$ cat src/rtl/dht11_disp_fmt.sv
// dht11_disp_fmt: formats a DHT11 frame for the LCD character renderer.
//
// This block checks the 40-bit frame checksum. It converts the humidity and
// temperature integer bytes to BCD with two double-dabble lanes that run in
// lockstep. It keeps one committed temperature set and one committed humidity
// set, and alternates between the two sets on a free-running timer.
//
// Ports
//   lcd_pclk     in   pixel clock; every register is in this domain
//   sys_rst_n    in   asynchronous reset, active low
//   frame_valid  in   single-cycle strobe that qualifies frame
//   frame[39:0]  in   {hum_int, hum_dec, tmp_int, tmp_dec, checksum}
//   data[19:0]   out  BCD {hundreds, tens, units, tenths, hundredths}
//   sign         out  1 = negative value
//   flag_mux     out  0 = temperature view, 1 = humidity view
//   frame_ok     out  pulse for the cycle in which a frame is committed
//   crc_err      out  pulse for the cycle in which a frame is dropped on a bad checksum
//
// Optional build macro DHT11_STALE_DASH_EN: when no frame has been committed
// for STALE_CYCLES cycles, the display shows all dashes (20'hAAAAA).

module dht11_disp_fmt #(
  parameter logic [31:0] TOGGLE_CYCLES = 32'd99_999_999
`ifdef DHT11_STALE_DASH_EN
  , parameter logic [31:0] STALE_CYCLES = 32'd299_999_999
`endif
) (
  input  logic        lcd_pclk,
  input  logic        sys_rst_n,
  input  logic        frame_valid,
  input  logic [39:0] frame,
  output logic [19:0] data,
  output logic        sign,
  output logic        flag_mux,
  output logic        frame_ok,
  output logic        crc_err
);

  localparam int NUM_LANES = 2;  // lane 0 = temperature, lane 1 = humidity

  localparam logic [1:0] S_IDLE   = 2'd0;
  localparam logic [1:0] S_CHECK  = 2'd1;
  localparam logic [1:0] S_CONV   = 2'd2;
  localparam logic [1:0] S_COMMIT = 2'd3;

  logic [1:0]  state;
  logic [39:0] hold;
  logic [39:0] pend_frame;
  logic        pend;
  logic [2:0]  it_cnt;
  logic [31:0] tmr;

  // Committed sets
  logic [19:0] set_t;
  logic        set_t_neg;
  logic [19:0] set_h;

  // ---------------------------------------------------------------- checksum
  logic [7:0] sum;
  logic       crc_ok;
  assign sum    = hold[39:32] + hold[31:24] + hold[23:16] + hold[15:8];
  assign crc_ok = (sum == hold[7:0]);

  assign frame_ok = (state == S_COMMIT);
  assign crc_err  = (state == S_CHECK) && !crc_ok;

  // ------------------------------------------------------- double-dabble lanes
  logic                               dd_load, dd_step;
  logic [NUM_LANES-1:0][7:0]          dd_in;
  logic [NUM_LANES-1:0][11:0]         dd_bcd;

  assign dd_load  = (state == S_CHECK) && crc_ok;
  assign dd_step  = (state == S_CONV);
  assign dd_in[0] = hold[23:16];
  assign dd_in[1] = hold[39:32];

  for (genvar g = 0; g < NUM_LANES; g++) begin : g_lane
    // {bcd[11:0], bin[7:0]}. The binary byte shifts out of the top of the
    // register into the BCD nibbles, MSB first.
    logic [19:0] sr;
    logic [19:0] adj;

    always_comb begin
      adj = sr;
      for (int n = 0; n < 3; n++) begin
        if (sr[8+4*n +: 4] >= 4'd5) adj[8+4*n +: 4] = sr[8+4*n +: 4] + 4'd3;
      end
    end

    always_ff @(posedge lcd_pclk or negedge sys_rst_n) begin
      if (!sys_rst_n)   sr <= '0;
      else if (dd_load) sr <= {12'h000, dd_in[g]};
      else if (dd_step) sr <= {adj[18:0], 1'b0};
    end

    assign dd_bcd[g] = sr[19:8];
  end

  // ------------------------------------------------------------------ commit
  function automatic logic [3:0] clamp9(input logic [6:0] v);
    return (v > 7'd9) ? 4'd9 : v[3:0];
  endfunction

  logic [19:0] new_t, new_h;
  logic        new_t_neg;
  assign new_t     = {dd_bcd[0], clamp9(hold[14:8]), 4'h0};
  assign new_t_neg = hold[15];
  assign new_h     = {dd_bcd[1], clamp9(hold[30:24]), 4'h0};

  // The next-cycle view is built from the post-commit sets and the post-wrap
  // flag. This lets a commit and a toggle wrap in the same cycle land
  // together, so data, sign and flag_mux never show a mixed set.
  logic        wrap, flag_nxt, t_neg_nxt, sign_nxt;
  logic [19:0] t_nxt, h_nxt, data_nxt;

  assign wrap      = (tmr == TOGGLE_CYCLES - 32'd1);
  assign flag_nxt  = flag_mux ^ wrap;
  assign t_nxt     = frame_ok ? new_t     : set_t;
  assign t_neg_nxt = frame_ok ? new_t_neg : set_t_neg;
  assign h_nxt     = frame_ok ? new_h     : set_h;

`ifdef DHT11_STALE_DASH_EN
  logic [31:0] stale_cnt, stale_nxt;
  assign stale_nxt = frame_ok ? 32'd0 :
                     (stale_cnt == STALE_CYCLES) ? STALE_CYCLES : stale_cnt + 32'd1;

  always_ff @(posedge lcd_pclk or negedge sys_rst_n) begin
    if (!sys_rst_n) stale_cnt <= '0;
    else            stale_cnt <= stale_nxt;
  end

  always_comb begin
    data_nxt = flag_nxt ? h_nxt : t_nxt;
    sign_nxt = flag_nxt ? 1'b0  : t_neg_nxt;
    if (stale_nxt == STALE_CYCLES) begin
      data_nxt = 20'hAAAAA;
      sign_nxt = 1'b0;
    end
  end
`else
  always_comb begin
    data_nxt = flag_nxt ? h_nxt : t_nxt;
    sign_nxt = flag_nxt ? 1'b0  : t_neg_nxt;
  end
`endif

  always_ff @(posedge lcd_pclk or negedge sys_rst_n) begin
    if (!sys_rst_n) begin
      tmr       <= '0;
      flag_mux  <= 1'b0;
      data      <= '0;
      sign      <= 1'b0;
      set_t     <= '0;
      set_t_neg <= 1'b0;
      set_h     <= '0;
    end else begin
      tmr       <= wrap ? 32'd0 : tmr + 32'd1;
      flag_mux  <= flag_nxt;
      data      <= data_nxt;
      sign      <= sign_nxt;
      set_t     <= t_nxt;
      set_t_neg <= t_neg_nxt;
      set_h     <= h_nxt;
    end
  end

  // --------------------------------------------------------------------- FSM
  always_ff @(posedge lcd_pclk or negedge sys_rst_n) begin
    if (!sys_rst_n) begin
      state      <= S_IDLE;
      hold       <= '0;
      pend_frame <= '0;
      pend       <= 1'b0;
      it_cnt     <= '0;
    end else begin
      case (state)
        S_IDLE: begin
          if (pend) begin
            // The pending slot is served first. A frame arriving in the same
            // cycle takes over the slot, so it is not lost.
            hold  <= pend_frame;
            state <= S_CHECK;
            if (frame_valid) pend_frame <= frame;
            else             pend       <= 1'b0;
          end else if (frame_valid) begin
            hold  <= frame;
            state <= S_CHECK;
          end
        end
        S_CHECK: begin
          it_cnt <= '0;
          state  <= crc_ok ? S_CONV : S_IDLE;
        end
        S_CONV: begin
          it_cnt <= it_cnt + 3'd1;
          if (it_cnt == 3'd7) state <= S_COMMIT;
        end
        default: state <= S_IDLE;  // S_COMMIT
      endcase

      // While busy, the newest arrival wins the one-deep slot.
      if (state != S_IDLE && frame_valid) begin
        pend       <= 1'b1;
        pend_frame <= frame;
      end
    end
  end

endmodule
$ cat config.mk
export PLATFORM = sky130hd
export DESIGN_NAME = dht11_disp_fmt
export DESIGN_NICKNAME = d
export VERILOG_FILES = /design/src/rtl/dht11_disp_fmt.sv
export SDC_FILE = /design/constraint.sdc
export NUM_CORES = 1
export LEC_CHECK = 0
export CORE_ASPECT_RATIO = 1.5
export CORE_MARGIN = 3
export CORE_UTILIZATION = 54
export DETAILED_ROUTE_END_ITERATION = 16
export PLACE_DENSITY_LB_ADDON = 0.25
export RECOVER_POWER = 25
export SKIP_LAST_GASP = 1
export SLEW_MARGIN = 20
export SYNTH_ARGS = -nofsm -noshare
export SYNTH_HDL_FRONTEND = slang
export SYNTH_SLANG_ARGS = --single-unit
export TNS_END_PERCENT = 1
$ cat constraint.sdc
create_clock -name lcd_pclk -period 3.7 [get_ports lcd_pclk]
set_input_delay 0.74 -clock lcd_pclk [delete_from_list [all_inputs] [get_ports lcd_pclk]]
set_output_delay 0.74 -clock lcd_pclk [all_outputs]
set_load 0.02 [all_outputs]
==> impl_metrics.tcl, run 1 <==
set metrics [dict create \
    ios 67 \
    final_nets 1047 \
    final_cells 1228 \
    layout-area-overhead-vs-synth_pct 18.0 \
    synth_nets 953 \
    wl_mm 20.0 \
    final_min_period_over_clock_period_pct 120 \
    ys_async_sr_fraction_pct 100 \
    h-tree-depth 1 \
    place.detailed.instances 1190 \
    critPathMaxFanout 2 \
    synth.top_cells.by_area "dfrtp_1 53%, mux2_2 8.7%, mux2i_1 5.1%, ha_1 3.4%, o21ai_0 3.2%" \
    cts.root.buffer_cell "clkbuf_16" \
    multi_input_area_um2 4580 \
    library_cells_used_by_synthesis 47 \
    pre_cts_slack_ps -733 \
    worstPathCellList "fa_1 -> inv_1 -> fa_1 -> inv_1 -> ha_2 -> fa_2 -> xor2_1 -> a2111oi_2 -> o2111ai_2 -> nor3_2 -> nor2b_2 -> buf_6" \
    synth_top_cell_area_share_pct 53.3 \
    port-buffer-count 66 \
    failed_checks "max-capacitance violations, max-slew violations, negative setup slack" \
    timing.rr.start "hold[25]" \
    drt_pre_antenna_iters 5 \
    routed-via-count 6544 \
    fp.coreArea_um2 18700 \
    post_drt_wl_per_cell_um 16.3 \
    synth_area_um2 10400 \
    chipWidth_um 119 \
    diodes 0 \
    clock_buffers_created_by_tritoncts 21 \
    period_minus_slack_ps 4450 \
    top_layer "met4" \
    critPathLaunchType "flip-flop" \
    post-route-cell-area_um2 12200 \
    drtAntennaViolNets 0 \
    power_leakage_nw 5.71 \
    clk_pin_slew_worst_paths_ps 60 \
    slowest_cell_on_the_critical_path "fa_1" \
    worstHoldPathType "flip-flop to flip-flop" \
    drc 0 \
    worst_path_largest_cell_delay_ps 550 \
    worst_setup_path_end_kind "output pin" \
    holdWs_ps 480 \
    most_common_cell_after_layout_fill_and_taps_aside "dfrtp_1" \
    floorplan.die_area_um2 20900 \
    power_per_cell_area_nw_per_um2 860 \
    unrepaired_setup_endpoints_after_global_routing "true" \
    dpl.hpwl_mm 14.1 \
    ys_warn_count 0 \
    wl_met1_mm 8.06 \
    met2WireLength_mm 11.0 \
    syn-mean-instance-area_um2 11.9 \
    timing.fmax_ghz 0.225 \
    first_global_vias 6890 \
    grt_usage_pct 19.5 \
    cts_tree "yes" \
    wire_length_of_the_first_global_routing_pass_mm 33.5 \
    setup-tns-final_ps -5300 \
    maxSlewHeadroom_pct -30.1 \
    die_height_um 176 \
    register_area_um2 5530 \
    placement.cell_area_um2 11600 \
    final_hold_violation_count 0 \
    number_of_antenna_violations_at_the_first_check_in_global_routing 0 \
    setup_violations 38 \
    post_synth_inst_count 868 \
    routed_via_density 5.33 \
    run_status "complete, but fails checks" \
    start_util_pct 55.4 \
    fill_cell_count 1452 \
    ff2ff_setup_slack_ps -170 \
    peakVddDrop_uv 749 \
    worst_pin_slew_ps 1950 \
    max-clock-path-buffers 3 \
    final_cell_mix "220 x dfrtp_1, 80 x mux2_2, 65 x nand2_1, 65 x o21ai_0, 64 x clkdlybuf4s50_1" \
    rows 61 \
    cts_num_sinks 221 \
    synth_largest_area_cell "dfrtp_1" \
    place_congestion 0.877 \
    synth-seq-cells 221 \
    detailedRoute.firstIterationViolations 214 \
    worst_ep_arrival_time_ps 3710 \
    grt-ovfl-total 0 \
    number_of_flops_mapped_to_enable_cells_by_yosys 0 \
    timing.final.max_slew_violations 78 \
    setup_slack_ps -753 \
    met3WireLength_um 532 \
    drive_above_1_share_pct 19.1 \
    max_cap_violations 1 \
    timing.clock.skew_ps 10.5 \
    grt_max_degree 81 \
    yosysSeqAreaShare_pct 53.3 \
    timing_worst_setup_path_type "flip-flop to output pin" \
    ys.flop_type "dfrtp_1" \
    clock_insertion_delay_worst_skew_ps 500 \
    cp_data_required_time_ps 2960 \
    startpoint "hold[25]" \
    worst_hold_startpoint "tmr[31]" \
]
==> through the flow <==
step	utilization (%)	power, W
floorplan	-	0.00694
global placement	61.9	0.00821
detailed placement	61.9	0.00841
CTS	65.5	0.0106
global route	65.4	0.0112
finish	65.4	0.0105
==> area by class of cell <==
cell class / count / area share, %
inverter: 40 / 1.23
tap: 252 / 2.58
clock inverter: 8 / 0.563
multi-input combinational: 569 / 37.4
sequential: 221 / 45.2
timing repair buffer: 109 / 8.19
clock buffer: 29 / 4.79
==> Yosys cell counts (all sizes together) (12+ instances only) <==
library cell and n:
a21oi 26, nor2b 12, ha 28, mux2 109, nand3 24, clkbuf 28
dfrtp 221, nor2 53, mux2i 53, fa 14, xor2 29, xnor2 29
inv 40, o21ai 68, nand2 65
==> metal layers <==
layer	vias up	GRT usage (%)
li1	3149	-
met1	3285	23.3
met2	82	36.7
met3	28	2.29
met4	0	5.75
met5	-	0
==> report_power, final <==
| part | switching, W | internal [W] |
|---|---|---|
| clock | 0.000894 | 0.00118 |
| combinational | 0.00254 | 0.00248 |
| sequential | 0.000401 | 0.00302 |
| total | 0.00384 | 0.00668 |
==> cells by family (layout without fill, tap and decap cells) <==
group	count (synthesis)	count (layout)	share of synthesized area, %
flops	221	221	53.3
simple gates	196	196	9.01
mux	162	162	17.4
compound gates	110	110	5.91
buf+inv	78	186	3.23
xor+xnor	58	58	4.97
fa+ha+maj	43	43	6.18
==> state kept, by name, indices dropped and copies added, names as in the netlist, 2 cells and up <==
signal / count
it_cnt: 3
tmr: 32
pend_frame: 40
state: 2
set_h: 20
hold: 40
g_lane.sr: 40
set_t: 20
data: 20
==> worst paths after layout <==
path / to / depth (start not counted)
worst max-delay path: crc_err / 12
worst min-delay path: tmr[31] / 1
worst max register to register: g_lane[1].sr[0] / 13
worst min register to register: tmr[31] / 1
max in group asynchronous: tmr[2] / 2
min in group asynchronous: g_lane[1].sr[10] / 1
==> critical path: cells and delay by family, from the launching register on <==
family | cells | cell delay, ps
flip-flops | 1 | 400
AND/OR/NAND/NOR | 2 | 340
adder cells (fa/ha/maj) | 4 | 1730
AO/OA/AOI/OAI | 2 | 430
XOR/XNOR | 1 | 80
buffers and inverters | 3 | 240
==> repair_timing <==
item	in CTS	in global routing
pin swaps	7	3
setup buffers	1	0
hold buffers	0	0
setup endpoints to repair	41	41
gates resized for setup	7	1
endpoints found under the hold margin	0	0
Power figures use the tool's default switching activity.
==> run 2: changes to the inputs <==
CORE_MARGIN = default   (was 3)
GPL_TIMING_DRIVEN = 0   (was default)
==> run 2 against run 1 <==
Compared with the run above:
- critical endpoint unchanged
- fmax fell by 2.4%
- register-to-register slack worse by 250 ps
- core utilization shrank 0.39 points
- cell area fell by 0.59%
- the flow still finishes with violations (max-capacitance violations, max-slew violations, negative setup slack)
- largest cell class unchanged
- sequential share of layout area up 0.27 points
- sequential power grew 1%
- global-route usage up 2.7 points
- clock power about the same
- die area shrank 5.6%
==> impl_metrics.tcl, run 2 (synthesis gave the netlist of run 1 again) <==
set metrics [dict create \
    failed_checks "max-capacitance violations, max-slew violations, negative setup slack" \
    report.power.total_w 0.0105 \
    peakVddDrop_uv 737 \
    clock_insertion_delay_worst_skew_ps 510 \
    fp.coreArea_um2 18700 \
    setup_slack_ps -863 \
    power_leakage_nw 5.62 \
    biggestRegsByFlops "g_lane.sr x40, hold x40, pend_frame x40" \
    p_int_w 0.00651 \
    worst_hold_startpoint "tmr[31]" \
    drc 0 \
    run_status "complete, but fails checks" \
    routed_via_density 5.41 \
    power_per_cell_area_nw_per_um2 860 \
    unrepaired_setup_endpoints_after_global_routing "true" \
    worst_ep_arrival_time_ps 3820 \
    dpl.hpwl_mm 14.9 \
    final_min_period_over_clock_period_pct 123 \
    critPathLaunchType "flip-flop" \
    period_minus_slack_ps 4560 \
    timing.rr.start "hold[9]" \
    worst_pin_slew_ps 2490 \
    final_core_util_pct 65.0 \
    wl_mm 20.7 \
    worst_setup_path_end_kind "output pin" \
    startpoint "hold[9]" \
    post-route-cell-area_um2 12200 \
    sequential_power_share_pct 33.1 \
    chipWidth_um 115 \
    comb_power_share_pct 46.8 \
    routed-via-count 6663 \
    drtAntennaViolNets 0 \
    cts_hold_repair.buffers 0 \
    start_util_pct 55.4 \
    final_cells 1232 \
    number_of_antenna_violations_at_the_first_check_in_global_routing 0 \
    place.detailed.instances 1188 \
    timing.fmax_ghz 0.219 \
    placement.cell_area_um2 11400 \
    timing_worst_setup_path_type "flip-flop to output pin" \
    drt_pre_antenna_iters 5 \
    final_hold_violation_count 0 \
    h-tree-depth 1 \
    maxSlewHeadroom_pct -66.3 \
    critPathMaxFanout 2 \
    holdWs_ps 473 \
    clk_pin_slew_worst_paths_ps 60 \
    wire_length_of_the_first_global_routing_pass_mm 34.3 \
    ios 67 \
    grt-ovfl-total 0 \
    grt_max_degree 100 \
    cp_data_required_time_ps 2960 \
    floorplan.die_area_um2 19800 \
    cts_num_sinks 221 \
    final_cell_mix "220 x dfrtp_1, 80 x mux2_2, 65 x nand2_1, 65 x o21ai_0, 64 x clkdlybuf4s50_1" \
    timing.clock.skew_ps 17.5 \
    net-switching-power_w 0.00394 \
    setup_violations 41 \
    post_drt_wl_per_cell_um 16.8 \
    cts_tree "yes" \
    grt_usage_pct 22.3 \
    p_sw_share_pct 37.7 \
    final_nets 1051 \
    worstHoldPathType "flip-flop to flip-flop" \
    port-buffer-count 66 \
    diodes 0 \
    layout-area-overhead-vs-synth_pct 17.3 \
    max-clock-path-buffers 3 \
    first_global_vias 7003 \
    cts.root.buffer_cell "clkbuf_16" \
    detailedRoute.firstIterationViolations 299 \
    rows 61 \
    max_cap_violations 1 \
    drive_above_1_share_pct 15.7 \
    most_common_cell_after_layout_fill_and_taps_aside "dfrtp_1" \
    clock_buffers_created_by_tritoncts 22 \
    clock_power_share_pct 20.1 \
    place_congestion 0.852 \
    timing.final.max_slew_violations 48 \
    die_height_um 172 \
]
-- run 2: cell type report --
type                            count  area, um2
Inverter                           40        150
Sequential cell                   221       5530
Fill cell                        1452       6540
Multi-Input combinational cell    569       4560
Tap cell                          252        315
Timing Repair Buffer               74        736
Clock buffer                       34        657
Buffer                             38        185
Clock inverter                      4       20.0
-- run 2: power groups by stage --
stage,Clock (W),Combinational [W],Sequential [W]
final,0.00210,0.00489,0.00346
after CTS,0.00213,0.00485,0.00346
after global placement,0,0.00443,0.00348
after detailed placement,0,0.00456,0.00350
after floorplan,0,0.00358,0.00336
after global routing,0.00223,0.00538,0.00353
-- run 2: metal layers --
metal | part of all wire (%) | up-vias | global-route usage [%]
met4 | 3.2 | 0 | 7.91
met3 | 2.5 | 48 | 2.33
met1 | 41 | 3345 | 26.4
li1 | - | 3156 | -
met5 | 0 | - | 0
met2 | 53 | 114 | 41.5
-- run 2: worst paths after layout --
path	end	slack, ps	cells after the start
max	crc_err	-860	12
min	tmr[31]	470	1
max reg2reg	g_lane[0].sr[1]	-420	13
min reg2reg	tmr[31]	470	1
max in group asynchronous	set_t[16]	90	3
min in group asynchronous	it_cnt[2]	1010	1
-- run 2: through the flow --
step / setup WS (ps) / TNS (ps)
floorplan: -72.9 / -72.9
global placement: -7310 / -1619770
detailed placement: -879 / -10890
CTS: -857 / -12370
global route: -953 / -106700
finish: -863 / -13710
-- run 2: repair_timing --
item	4_1_cts	5_1_grt
resized for setup	10	1
pin swaps	8	0
setup endpoints to repair	41	42
setup buffers	6	0
-- run 2: critical path: stages (launching register included) --
cell       delay (ps)
dfrtp_2           420
fa_1              570
inv_1              60
fa_1              450
inv_1              80
ha_2              210
fa_2              450
xor2_1            180
a2111oi_2         240
o2111ai_2         200
nor3_2            230
nor2b_2            90
buf_6             140
==> run 3: changes to the inputs <==
SLEW_MARGIN = 25   (was 20)
==> run 3 against run 2 <==
Compared with the run above:
- the flow still finishes with violations (max-capacitance violations, max-slew violations, negative setup slack)
- wire length fell by 0.62%
- sequential power barely moved
- clock-buffer cell count fell by 6
- register-to-register slack improved by 60 ps
- hold slack improved by 6.7 ps
- worst setup slack improved by 60 ps
- sequential share of layout area fell by 0.089 points
- final cell count barely moved
- fmax rose by 1.3%
- clock power rose by 3%
- largest power group unchanged
- non-clock buffer count rose by 1
==> impl_metrics.tcl, run 3 (synthesis gave the netlist of run 1 again) <==
set metrics [dict create \
    run_status "complete, but fails checks" \
    failed_checks "max-capacitance violations, max-slew violations, negative setup slack" \
    rows 61 \
    net-switching-power_w 0.00397 \
    wire_length_of_the_first_global_routing_pass_mm 34.8 \
    critPathMaxFanout 2 \
    multi_input_area_um2 4560 \
    timing.final.max_slew_violations 48 \
    slowest_cell_on_the_critical_path "fa_1" \
    grt-ovfl-total 0 \
    worst_setup_path_end_kind "output pin" \
    cts_tree "yes" \
    peakVddDrop_uv 748 \
    setup_slack_ps -803 \
    routed-via-count 6647 \
    critPathLaunchType "flip-flop" \
    max_cap_violations 1 \
    timing.clock.skew_ps 15.1 \
    comb_power_share_pct 47.0 \
    maxSlewHeadroom_pct -66.7 \
    worst_pin_slew_ps 2500 \
    p_sw_share_pct 37.5 \
    drive_above_1_share_pct 16.0 \
    clock_buffers_created_by_tritoncts 21 \
    holdWs_ps 480 \
    drtAntennaViolNets 0 \
    power_leakage_nw 5.61 \
    timing_worst_setup_path_type "flip-flop to output pin" \
    cts_num_sinks 221 \
    final_nets 1051 \
    timing.fmax_ghz 0.222 \
    post_drt_wl_per_cell_um 16.7 \
    grt_usage_pct 22.6 \
    start_util_pct 55.4 \
    grt_max_degree 98 \
    clock_insertion_delay_worst_skew_ps 500 \
    pre_cts_slack_ps -879 \
    fill_cell_count 1475 \
    max-clock-path-buffers 3 \
    fp.coreArea_um2 18700 \
    worstHoldPathType "flip-flop to flip-flop" \
    final_cell_mix "220 x dfrtp_1, 80 x mux2_2, 65 x nand2_1, 65 x o21ai_0, 64 x clkdlybuf4s50_1" \
    first_global_vias 7100 \
    worst_path_largest_cell_delay_ps 570 \
    cts.root.buffer_cell "clkbuf_16" \
    detailedRoute.firstIterationViolations 262 \
    setup-tns-final_ps -11400 \
    power_per_cell_area_nw_per_um2 870 \
    number_of_antenna_violations_at_the_first_check_in_global_routing 0 \
    place.detailed.instances 1188 \
    report.power.total_w 0.0106 \
    clk_pin_slew_worst_paths_ps 70 \
    layout-area-overhead-vs-synth_pct 17.5 \
    unrepaired_setup_endpoints_after_global_routing "true" \
    floorplan.die_area_um2 19800 \
    period_minus_slack_ps 4500 \
    h-tree-depth 1 \
    diodes 0 \
    cp_data_required_time_ps 2960 \
    drc 0 \
    cts_hold_repair.buffers 0 \
    port-buffer-count 66 \
    worst_ep_arrival_time_ps 3760 \
    worstPathCellList "fa_1 -> inv_1 -> fa_1 -> inv_1 -> ha_2 -> fa_2 -> a21o_4 -> a21oi_4 -> xnor2_2 -> o2111ai_2 -> nor3_2 -> nor2b_2 -> buf_6" \
    final_min_period_over_clock_period_pct 122 \
    routed_via_density 5.39 \
    die_height_um 172 \
    drt_pre_antenna_iters 4 \
    register_area_um2 5530 \
    setup_violations 41 \
    clock_power_share_pct 20.4 \
    final_cells 1233 \
    biggestRegsByFlops "g_lane.sr x40, hold x40, pend_frame x40" \
    final_hold_violation_count 0 \
    p_int_w 0.00662 \
    dpl.hpwl_mm 14.9 \
    place_congestion 0.852 \
    chipWidth_um 115 \
    ios 67 \
    most_common_cell_after_layout_fill_and_taps_aside "dfrtp_1" \
    sequential_power_share_pct 32.6 \
    wl_mm 20.6 \
]
[run 3: metrics by stage]
step                      util (%)  instance area, um2
final                         65.1               12200
after global routing          65.1               12200
after CTS                     65.3               12200
after floorplan                  -               10400
after global placement        60.8               11400
after detailed placement      61.2               11400
[run 3: area by class of cell]
class / instances / share of cell area [%]
Buffer: 38 / 1.52
Clock buffer: 28 / 4.78
Clock inverter: 10 / 0.955
Inverter: 40 / 1.23
Multi-Input combinational cell: 569 / 37.4
Sequential cell: 221 / 45.4
Tap cell: 252 / 2.59
Timing Repair Buffer: 75 / 6.10
[run 3: per-layer routing]
metal	track usage, %	vias up	routed length, um
met5	0	-	0
met4	7.17	0	484
met3	2.29	36	451
met2	42.6	98	11200
met1	26.6	3347	8390
li1	-	3166	-
[run 3: path summary, 6_finish.rpt]
check	from	end	slack, ps	cells after the start
setup / recovery	hold[9]	crc_err	-800	13
hold / removal	tmr[31]	tmr[31]	480	1
setup reg to reg	hold[9]	g_lane[0].sr[3]	-360	14
hold reg to reg	tmr[31]	tmr[31]	480	1
max in group asynchronous	sys_rst_n	set_t[19]	60	3
min in group asynchronous	sys_rst_n	pend_frame[38]	1020	1
[run 3: power by group through the flow]
stage | logic, W | registers, W | clock network [W]
6_report | 0.00498 | 0.00345 | 0.00216
5_1_grt | 0.00550 | 0.00353 | 0.00232
4_1_cts | 0.00485 | 0.00345 | 0.00222
3_5_place_dp | 0.00456 | 0.00350 | 0
3_3_place_gp | 0.00443 | 0.00348 | 0
2_1_floorplan | 0.00358 | 0.00336 | 0
[run 3: worst max-delay path, delay by kind of cell (launching register included)]
kind	cells	cell delay [ps]
adder cells (fa/ha/maj)	4	1580
AO/OA/AOI/OAI	3	570
flip-flops	1	430
AND/OR/NAND/NOR	2	290
buffers and inverters	3	240
XOR/XNOR	1	130
[run 3: what timing repair did]
| action | 4_1_cts | 5_1_grt |
|---|---|---|
| setup endpoints to repair | 41 | 42 |
| pin swaps | 8 | 1 |
| buffers inserted | 6 | 1 |
| gates resized for setup | 10 | 0 |
| cloned | 0 | 0 |
